**config.mk**
```make
export PLATFORM = sky130hd
export DESIGN_NAME = spi_xfer_ctrl
export DESIGN_NICKNAME = d
export VERILOG_FILES = /design/src/rtl/spi_xfer_ctrl_pkg.sv /design/src/rtl/spi_xfer_ctrl_tick_gen.sv /design/src/rtl/spi_xfer_ctrl.sv
export SDC_FILE = /design/constraint.sdc
export NUM_CORES = 1
export LEC_CHECK = 0
export CAP_MARGIN = 20
export CORE_MARGIN = 1
export CORE_UTILIZATION = 40
export CTS_CLUSTER_SIZE = 24
export DETAILED_ROUTE_END_ITERATION = 7
export PLACE_DENSITY = 0.7
export SLEW_MARGIN = 5
export SYNTH_ARGS = -nofsm -noshare
export SYNTH_HDL_FRONTEND = slang
export SYNTH_HIERARCHICAL = 1
export SYNTH_SLANG_ARGS = --single-unit
export TNS_END_PERCENT = 30
```
**constraint.sdc**
```tcl
create_clock -name clk_i -period 4 [get_ports clk_i]
set_input_delay 0.4 -clock clk_i [delete_from_list [all_inputs] [get_ports clk_i]]
set_output_delay 0.4 -clock clk_i [all_outputs]
set_load 0.02 [all_outputs]
```
**src/rtl/spi_xfer_ctrl_pkg.sv**
```systemverilog
// Shared SPI definitions: transfer sequencer states and the dtb encoding.
package spi_xfer_ctrl_pkg;

    localparam int DIV_W        = 8;
    localparam int BITCNT_W     = 7;
    localparam int BITS_PER_DTB = 8;

    typedef enum logic [2:0] {
        ST_IDLE  = 3'd0,
        ST_LEAD  = 3'd1,
        ST_XFER  = 3'd2,
        ST_TRAIL = 3'd3,
        ST_DONE  = 3'd4
    } xfer_state_t;

    // dtb holds (bytes - 1); returns the frame length in bits (8/16/24/32).
    function automatic logic [BITCNT_W-1:0] dtb_to_bits(input logic [1:0] dtb);
        return (BITCNT_W'(dtb) + BITCNT_W'(1)) * BITCNT_W'(BITS_PER_DTB);
    endfunction

endpackage

```
**src/rtl/spi_xfer_ctrl_tick_gen.sv**
```systemverilog
// Reloadable SCK half-period divider: tick every load_i+1 cycles after clear.
module spi_tick_gen
    import spi_xfer_ctrl_pkg::*;
(
    input  logic             clk_i,
    input  logic             rst_i,
    input  logic             clr_i,
    input  logic [DIV_W-1:0] load_i,
    output logic             tick_o
);

    logic [DIV_W-1:0] r_cnt;

    // Down-counter: reload on clear or terminal count, otherwise decrement.
    always_ff @(posedge clk_i) begin
        if (rst_i) begin
            r_cnt <= '0;
        end else if (clr_i || (r_cnt == '0)) begin
            r_cnt <= load_i;
        end else begin
            r_cnt <= r_cnt - DIV_W'(1);
        end
    end

    assign tick_o = (r_cnt == '0) && !clr_i;

endmodule

```
**src/rtl/spi_xfer_ctrl.sv**
```systemverilog
// SPI master transfer sequencer: frames 8..32 bits with CPOL/CPHA/LSB-first.
//
//   state | meaning
//   IDLE  | SCK at cpol_i, NSS follows nss_sel_i when ass_i=0, wait for start
//   LEAD  | NSS asserted, first bit on MOSI (cpha=0), one half-period of setup
//   XFER  | 2N SCK edges; even = leading, odd = trailing
//   TRAIL | SCK idle, NSS still asserted, one half-period of hold
//   DONE  | one cycle: done_o pulse, rx_data_o updated, auto NSS released
module spi_xfer_ctrl
    import spi_xfer_ctrl_pkg::*;
#(
    parameter int DATA_W = 32,
    parameter int NSS_W  = 4
) (
    input  logic              clk_i,
    input  logic              rst_i,
    input  logic              start_i,
    input  logic [DATA_W-1:0] tx_data_i,
    input  logic [1:0]        dtb_i,
    input  logic [DIV_W-1:0]  div_i,
    input  logic              cpol_i,
    input  logic              cpha_i,
    input  logic              lsb_i,
    input  logic              ass_i,
    input  logic [NSS_W-1:0]  nss_sel_i,
    input  logic              miso_i,
    output logic              sck_o,
    output logic              mosi_o,
    output logic [NSS_W-1:0]  nss_o,
    output logic              busy_o,
    output logic              done_o,
    output logic [DATA_W-1:0] rx_data_o
);

    localparam int IW = $clog2(DATA_W);
    localparam int EW = $clog2(2 * DATA_W);

    // Position of frame bit b (0 = first on the wire) inside the word.
    function automatic logic [IW-1:0] bit_idx(input logic [BITCNT_W-1:0] b,
                                              input logic [BITCNT_W-1:0] n,
                                              input logic                lsb);
        logic [BITCNT_W-1:0] t;
        t = lsb ? b : (n - BITCNT_W'(1) - b);
        return t[IW-1:0];
    endfunction

    xfer_state_t         r_state, w_state;

    logic [DATA_W-1:0]   r_tx;
    logic [BITCNT_W-1:0] r_nbits;
    logic [DIV_W-1:0]    r_div;
    logic                r_cpol, r_cpha, r_lsb, r_ass;
    logic [NSS_W-1:0]    r_nss_sel;

    logic [EW-1:0]       r_edge, w_edge;
    logic [DATA_W-1:0]   r_rx, w_rx;
    logic                r_sck, w_sck;
    logic                r_mosi, w_mosi;
    logic [NSS_W-1:0]    r_nss, w_nss;
    logic                r_busy, w_busy;
    logic                r_done, w_done;
    logic [DATA_W-1:0]   r_rx_out, w_rx_out;

    logic                w_capture;
    logic                w_tick;
    logic                w_tick_clr;
    logic [DIV_W-1:0]    w_tick_load;
    logic [BITCNT_W-1:0] w_k;
    logic                w_last;

    // The divider is held cleared in IDLE and preloaded with the incoming div,
    // so LEAD starts with a full half-period.
    assign w_tick_clr  = (r_state == ST_IDLE);
    assign w_tick_load = (r_state == ST_IDLE) ? div_i : r_div;

    spi_tick_gen u_tick (
        .clk_i  (clk_i),
        .rst_i  (rst_i),
        .clr_i  (w_tick_clr),
        .load_i (w_tick_load),
        .tick_o (w_tick)
    );

    assign w_k    = BITCNT_W'(r_edge);
    assign w_last = (w_k == ((r_nbits << 1) - BITCNT_W'(1)));

    // FSM state register.
    always_ff @(posedge clk_i) begin
        if (rst_i) begin
            r_state <= ST_IDLE;
        end else begin
            r_state <= w_state;
        end
    end

    // Next state and next values of every registered output.
    always_comb begin
        w_state   = r_state;
        w_sck     = r_sck;
        w_mosi    = r_mosi;
        w_nss     = r_nss;
        w_busy    = r_busy;
        w_done    = 1'b0;
        w_rx_out  = r_rx_out;
        w_edge    = r_edge;
        w_rx      = r_rx;
        w_capture = 1'b0;

        case (r_state)
            ST_IDLE: begin
                w_sck  = cpol_i;
                w_busy = 1'b0;
                w_nss  = ass_i ? {NSS_W{1'b1}} : ~nss_sel_i;
                if (start_i) begin
                    w_state   = ST_LEAD;
                    w_capture = 1'b1;
                    w_busy    = 1'b1;
                    w_nss     = ~nss_sel_i;
                    w_edge    = '0;
                    w_rx      = '0;
                    if (!cpha_i) begin
                        w_mosi = tx_data_i[bit_idx('0, dtb_to_bits(dtb_i), lsb_i)];
                    end
                end
            end

            ST_LEAD: begin
                w_sck = r_cpol;
                if (w_tick) begin
                    w_state = ST_XFER;
                    w_edge  = '0;
                end
            end

            ST_XFER: begin
                if (w_tick) begin
                    w_sck  = ~r_sck;
                    w_edge = r_edge + EW'(1);
                    // Sampling edge is leading for cpha=0, trailing for cpha=1.
                    if (r_edge[0] == r_cpha) begin
                        w_rx[bit_idx(w_k >> 1, r_nbits, r_lsb)] = miso_i;
                    end else if (!w_last) begin
                        w_mosi = r_tx[bit_idx((w_k + BITCNT_W'(1)) >> 1, r_nbits, r_lsb)];
                    end
                    if (w_last) begin
                        w_state = ST_TRAIL;
                    end
                end
            end

            ST_TRAIL: begin
                w_sck = r_cpol;
                if (w_tick) begin
                    w_state  = ST_DONE;
                    w_busy   = 1'b0;
                    w_done   = 1'b1;
                    w_rx_out = r_rx;
                    if (r_ass) begin
                        w_nss = {NSS_W{1'b1}};
                    end
                end
            end

            ST_DONE: begin
                w_state = ST_IDLE;
            end

            default: begin
                w_state = ST_IDLE;
            end
        endcase
    end

    // Configuration snapshot taken when a start is accepted.
    always_ff @(posedge clk_i) begin
        if (rst_i) begin
            r_tx      <= '0;
            r_nbits   <= BITCNT_W'(BITS_PER_DTB);
            r_div     <= '0;
            r_cpol    <= 1'b0;
            r_cpha    <= 1'b0;
            r_lsb     <= 1'b0;
            r_ass     <= 1'b1;
            r_nss_sel <= '0;
        end else if (w_capture) begin
            r_tx      <= tx_data_i;
            r_nbits   <= dtb_to_bits(dtb_i);
            r_div     <= div_i;
            r_cpol    <= cpol_i;
            r_cpha    <= cpha_i;
            r_lsb     <= lsb_i;
            r_ass     <= ass_i;
            r_nss_sel <= nss_sel_i;
        end
    end

    // Output and shift registers.
    always_ff @(posedge clk_i) begin
        if (rst_i) begin
            r_sck    <= 1'b0;
            r_mosi   <= 1'b0;
            r_nss    <= {NSS_W{1'b1}};
            r_busy   <= 1'b0;
            r_done   <= 1'b0;
            r_rx_out <= '0;
            r_edge   <= '0;
            r_rx     <= '0;
        end else begin
            r_sck    <= w_sck;
            r_mosi   <= w_mosi;
            r_nss    <= w_nss;
            r_busy   <= w_busy;
            r_done   <= w_done;
            r_rx_out <= w_rx_out;
            r_edge   <= w_edge;
            r_rx     <= w_rx;
        end
    end

    assign sck_o     = r_sck;
    assign mosi_o    = r_mosi;
    assign nss_o     = r_nss;
    assign busy_o    = r_busy;
    assign done_o    = r_done;
    assign rx_data_o = r_rx_out;

endmodule

```
Yosys cells after proc, flatten, opt, wreduce, memory -nomap -nowiden
Index checks and enable logic that the tools add are counted.
{ "totals": {"ff_bits": 136, "inputBits": 54, "out_inout_bits": 40, "wordCells": 112} }
{ "classes": {"addsub": 9, "order_cmp": 4, "n_eq_ne": 15, "mux": 44, "bitwise_logic": 3, "n_reduce_logical": 20} }
{ "op_table": {"columns": ["cell", "n"], "rows": [
  ["$mux 32", 3],
  ["$pmux 32 s2", 1],
  ["$bwmux 32", 1],
  ["$lt 5x6->1 const B", 3],
  ["$mux 6", 3],
  ["$pmux 6 s3", 1],
  ["$mux 4", 4],
  ["$mux 8", 2],
  ["$mux 3", 5],
  ["$mux 5", 3],
  ["$ne 2x2->1 const B", 7],
  ["$mux 1", 13],
  ["$add 6x1->6 const B", 2],
  ["$pmux 3 s4", 1],
  ["$bmux 1 s5", 2],
  ["$sub 5x1->5 const B", 2],
  ["$sub 5x5->5", 2],
  ["$logic_not 8->1", 1],
  ["$pmux 4 s2", 1],
  ["$reduce_and 4->1", 2],
  ["$sub 8x1->8 const B", 1],
  ["$eq 6x7->1", 1],
  ["$sub 7x1->7 const B", 1],
  ["$eq 3x2->1 const B", 2],
  ["21 further kinds", 31]
]} }

Depth between registers and ports, before layout
{ "logic_depth": {"ltp_word": 11, "mapped_depth": 12, "depth_no_buf": 12} }

Cells and area by module
Netlist, hierarchy kept.
{ "modules_own_cells": {"columns": ["module", "instances", "cells_per_inst", "area_per_inst_um2", "seq_area_each_um2"], "rows": [
  ["spi_xfer_ctrl", 1, 741, 5853.1, 2562.5],
  ["spi_tick_gen", 1, 49, 476.7, 160.2]
]} }

Least setup slack after synthesis
No wires, ideal clock.
{ "synth_path": {"path_type": "register to register", "from": "register r_state[0]", "to": "register r_rx[30]", "setup_time_ns": 0.076, "t_arrival_ns": 2.509, "required_ns": 3.924, "slack_ns": 1.415, "stages_incl_launch_ff": 10, "path_buffers": 3, "period_less_slack_ns": 2.585, "path_cell_list": "dfxtp_1 -> clkbuf_1 -> or2_2 -> nor2_1 -> nor2_1 -> clkbuf_1 -> o21ai_1 -> clkbuf_1 -> o211ai_1 -> o21ai_0"} }
{ "synth_via": {"elab_chain_cells": 5, "elab_cells_between_ends": 10, "cone_classes": "4 x eq/ne; 1 x mux; 5 x reduce/logical"} }
{ "synth_lines": {"columns": ["element", "line_no", "source"], "rows": [
  ["from (decl)", "spi_xfer_ctrl.sv:47", "xfer_state_t r_state, w_state;"],
  ["from (signal assigned)", "spi_xfer_ctrl.sv:92", "r_state <= w_state;"],
  ["$logic_not 3->1", "spi_xfer_ctrl.sv:73", "assign w_tick_clr = (r_state == ST_IDLE);"],
  ["net w_tick_clr", "spi_xfer_ctrl.sv:66", "logic w_tick_clr;"],
  ["$logic_not 1->1", "spi_xfer_ctrl_tick_gen.sv:25", "assign tick_o = (r_cnt == '0) && !clr_i;"],
  ["$logic_and 1x1->1", "spi_xfer_ctrl_tick_gen.sv:25", null],
  ["net w_tick", "spi_xfer_ctrl.sv:65", "logic w_tick;"],
  ["$ne 2x1->1 (no source line)", null, null],
  ["$reduce_and 4->1 (no source line)", null, null],
  ["to (signal assigned)", "spi_xfer_ctrl.sv:216", "r_rx <= w_rx;"],
  ["to (decl)", "spi_xfer_ctrl.sv:56", "logic [DATA_W-1:0] r_rx, w_rx;"]
]} }
The timed path passes the listed nets, and every way through them passes these cells.
A chain may end at the register's enable or synchronous reset.

Final worst setup path
{ "layout_path": {"from": "register r_edge[1]", "to": "register r_mosi, in the netlist mosi_o"} }
{ "layout_via": {"elab_chain_cells": 9, "elab_cells_between_ends": 12, "cone_classes": "2 x add/sub; 2 x eq/ne; 7 x mux; 1 x reduce/logical"} }
{ "layout_lines": {"columns": ["element", "line_no", "source"], "rows": [
  ["from (decl)", "spi_xfer_ctrl.sv:55", "logic [EW-1:0] r_edge, w_edge;"],
  ["from (signal assigned)", "spi_xfer_ctrl.sv:215", "r_edge <= w_edge;"],
  ["$add 6x1->6", "spi_xfer_ctrl.sv:143", "w_mosi = r_tx[bit_idx((w_k + BITCNT_W'(1)) >> 1, r_nbits, r_lsb)];"],
  ["$sub 5x5->5", "spi_xfer_ctrl.sv:43", "t = lsb ? b : (n - BITCNT_W'(1) - b);"],
  ["$mux 5", "spi_xfer_ctrl.sv:43", null],
  ["$bmux 1 s5", "spi_xfer_ctrl.sv:143", null],
  ["$mux 1 (implied by the code)", "spi_xfer_ctrl.sv:143", null],
  ["$mux 1", "spi_xfer_ctrl.sv:142", "end else if (!w_last) begin"],
  ["$mux 1", "spi_xfer_ctrl.sv:140", "if (r_edge[0] == r_cpha) begin"],
  ["$mux 1", "spi_xfer_ctrl.sv:136", "if (w_tick) begin"],
  ["$pmux 1 s2", "spi_xfer_ctrl.sv:109", "case (r_state)"],
  ["to (signal assigned)", "spi_xfer_ctrl.sv:210", "r_mosi <= w_mosi;"],
  ["to (decl)", "spi_xfer_ctrl.sv:58", "logic r_mosi, w_mosi;"]
]} }
Parallel ways exist; a longest one is shown, timed or not. The select of a mux whose other input is x is not followed.

==> impl_metrics.tcl <==
set metrics [dict create \
    yosys_warnings 6 \
    ys_types 57 \
    p_leak_nw 2.837 \
    timing.fmax_mhz 334.9 \
    ir_worst_vdd_mv 0.2667 \
    die_area_um2 16330 \
    cp_num_buf_inv 1 \
    syn_area_per_cell_um2 8.012 \
    crit_chain "ha_1, nand3_1, xnor2_1, inv_1, ha_1, mux2_2, nor4_1, a211oi_1, a311oi_1, a31o_1" \
    slew_viol_final 0 \
    cts-resized-gates 0 \
    critPathSlowestCell "dfxtp_1" \
    start_util_pct 41.33 \
    port_buffers 93 \
    dr.first_iter.drc_count 332 \
    rows 45 \
    worstPathMaxFanout 10 \
    die_h_um 127.8 \
    fin_ws_ps 1014 \
    diodes 0 \
    synth_edf_count 0 \
    outcome "finished clean" \
    dieWidth_um 127.8 \
    dp_hpwl_um 10360 \
    syn_area_um2 6330 \
    cpPeakStageDelay_ps 480 \
    totalWireLength_um 15190 \
    grt_pass1_wl_um 25540 \
    maxCapViolCount 0 \
    drive_above_1_share_pct 9.339 \
    ys_seq_elements 136 \
    switchingPower_w 0.0008481 \
    drt-pass1-iter-count 5 \
    synth_top_family_by_area "simple AND/OR/NAND/NOR gates" \
    critPathLaunchType "flip-flop" \
    hold_viol 0 \
    yosysSeqAreaShare_pct 43.01 \
    hold_class "flip-flop to flip-flop" \
    p_int_w 0.002508 \
    synth_fp_nets 851 \
    synth.area.top_cells "dfxtp_1, nand2_1, a21oi_1, o21ai_0, clkbuf_1" \
    pre_cts_slack_ps 1083 \
    vias_per_cell 5.158 \
    grt_use_total_pct 19.69 \
    synth_top_area_share_pct 43.01 \
    grt_pass1_vias 5097 \
    h-tree-depth 4 \
    post-cts-setup-buffers 0 \
    postRouteAntennaNets 0 \
    clkTransAtPathRegs_ps 60 \
    fin_crit_sh_pct 74.65 \
    finalSetupViolCount 0 \
    crit_type "flip-flop to flip-flop" \
    fin_tns_setup_ps 0 \
    area_growth_pct 26.39 \
    synth-xor-area-share_pct 3.143 \
    synth_top_area_cell "dfxtp_1" \
    power.share.switching_pct 25.27 \
    cts_tree "built" \
    synth_flop_cell "dfxtp_1" \
    p_seq_share_pct 43.1 \
    crit_path_end_kind "flip-flop" \
    p_per_area_nw_per_um2 419.6 \
    crit_top_cell "ha_1" \
    synth_compound_area_share_pct 20.89 \
    clock_latency_ps 420 \
    cp_data_arrival_time_ps 3350 \
    clockBufferDepth 2 \
    synthAdderAreaFrac_pct 1.384 \
    skew_ps 4.713 \
    coreArea_um2 15310 \
    wire_per_inst_um 13.95 \
    cts_root_buffer "clkbuf_16" \
    postPlaceCellArea_um2 7427 \
    yosys.area_share.simple_pct 21.51 \
    worst_pin_slew_ps 1052 \
    synth_mux_area_share_pct 6.187 \
    cts_hold_buf 0 \
    crit_family "adder cells" \
    combPwrFrac_pct 12.1 \
    rsz0062_at_grt "no" \
    required_ps 4360 \
    vias 5617 \
    fillers 1508 \
    cts_made_buffers 17 \
    p_clk_share_pct 44.8 \
    postSynth.asyncResetShare_pct 0 \
    stdcell_area_um2 8000 \
    synth_cells 790 \
    grt_max_degree 63 \
    final_nets 926 \
    max_slew_margin_pct 29.74 \
    fin_crit_ps 2986 \
    grt_overflow 0 \
    gp_congestion 0.8639 \
    io_pins 94 \
    antenna_found_initial 0 \
    drc 0 \
    clock-sinks 136 \
]
-- state kept, by name, summed over array words and instances, names as in the netlist, 3 cells and up --
| register | flops |
|---|---|
| rx_data_o | 32 |
| u_tick/r_cnt | 8 |
| r_nbits | 3 |
| r_div | 8 |
| r_edge | 6 |
| r_rx | 32 |
| r_state | 3 |
| nss_o | 4 |
| r_tx | 32 |
-- power groups by stage --
stage,sequential [W],combinational [W],clock (W)
2_1_floorplan,0.00146,0.000282,0
3_3_place_gp,0.00147,0.000402,0
3_5_place_dp,0.00148,0.000407,0
4_1_cts,0.00145,0.000410,0.00154
5_1_grt,0.00145,0.000452,0.00161
6_report,0.00145,0.000406,0.00150
-- synth_stat cells (2+ instances only) --
cell type / instances
nand2_1: 196
dfxtp_1: 136
a21oi_1: 103
o21ai_0: 53
clkbuf_1: 43
nor2_1: 43
nand3_1: 26
o211ai_1: 17
inv_1: 14
mux2i_1: 14
mux2_2: 11
xor2_1: 8
ha_1: 7
xnor2_1: 7
a211oi_2: 6
a31o_2: 6
and2_1: 6
nand2b_1: 6
nor2b_1: 6
nor3_1: 6
o22ai_1: 6
mux4_2: 5
buf_1: 4
nand3b_1: 4
o21a_1: 4
o31ai_1: 4
or3_1: 4
a2111oi_0: 3
a211oi_1: 3
a22oi_1: 3
a31oi_1: 3
nor3b_1: 3
and3_1: 2
nor4_1: 2
o2bb2ai_1: 2
or2_2: 2
or4_1: 2
-- worst paths after layout --
kind                            slack, ps                         end  cells past startpoint                       start
worst max-delay path                 1010         mosi_o$_SDFFE_PP0P_                     10      r_edge[1]$_SDFFE_PP0P_
worst min-delay path                  450  rx_data_o[13]$_SDFFE_PP0P_                      2  rx_data_o[13]$_SDFFE_PP0P_
worst max register to register       1010         mosi_o$_SDFFE_PP0P_                     10      r_edge[1]$_SDFFE_PP0P_
worst min register to register        450  rx_data_o[13]$_SDFFE_PP0P_                      2  rx_data_o[13]$_SDFFE_PP0P_
-- placed cells by master (no fill, tap or decap), drive strengths merged, types with 6 or more instances in the layout --
| cell | count |
|---|---|
| o21ai | 54 |
| mux2 | 12 |
| a211oi | 9 |
| nand2b | 6 |
| a21oi | 103 |
| xnor2 | 8 |
| mux2i | 14 |
| xor2 | 9 |
| clkbuf | 19 |
| nor2b | 6 |
| ha | 7 |
| nor3 | 6 |
| buf | 13 |
| inv | 14 |
| clkdlybuf4s50 | 92 |
| o211ai | 17 |
| clkinvlp | 6 |
| nand2 | 196 |
| dfxtp | 136 |
| a31o | 7 |
| o22ai | 6 |
| nor2 | 43 |
| and2 | 6 |
| nand3 | 26 |
-- layout make-up --
type                       instances  area, um2  area share, %
multi-input combinational        591       3372          42.15
sequential                       136       2723          34.03
timing repair buffer             105       1016          12.70
clock buffer                      19      442.9          5.536
tap                              211      264.0          3.300
clock inverter                    13      130.1          1.627
inverter                          14      52.55         0.6569
-- through the flow --
stage / total power [W] / hold slack [ps] / utilization, % / std cells
final: 0.003357 / 449.2 / 52.24 / 1089
after global routing: 0.003513 / 466.6 / 52.24 / 1089
after CTS: 0.003396 / 453.2 / 52.24 / 1089
after detailed placement: 0.001882 / 446.1 / 48.50 / 1057
after global placement: 0.001876 / 440.1 / 48.50 / 1057
after floorplan: 0.001747 / 432.1 / - / 790
-- per-layer routing --
metal | wire length [um] | share of wire [%] | up-vias | track usage (%)
li1 | - | - | 2894 | -
met1 | 7220 | 48 | 2554 | 25.91
met2 | 7088 | 47 | 142 | 31.65
met3 | 638 | 4.2 | 27 | 4.007
met4 | 242 | 1.6 | 0 | 7.682
met5 | 0 | 0 | - | 0
-- worst register-to-register path: cells and delay by family, from the launching register on --
family                     cells  cell delay, ps
and+or+nand+nor                2             530
xor gates and xnor gates       1             300
AOI/OAI and AO/OA              3             500
DFF                            1             480
adders and majority gates      2             730
buffers and inverters          1              90
muxes                          1             300
-- cell families after synthesis --
group	after synthesis
AND/OR/NAND/NOR	314
XOR/XNOR	18
adder cells (fa/ha/maj)	7
buffers and inverters	63
flip-flops	136
multiplexers	31
AO/OA/AOI/OAI	221
Power figures use the tool's default switching activity.
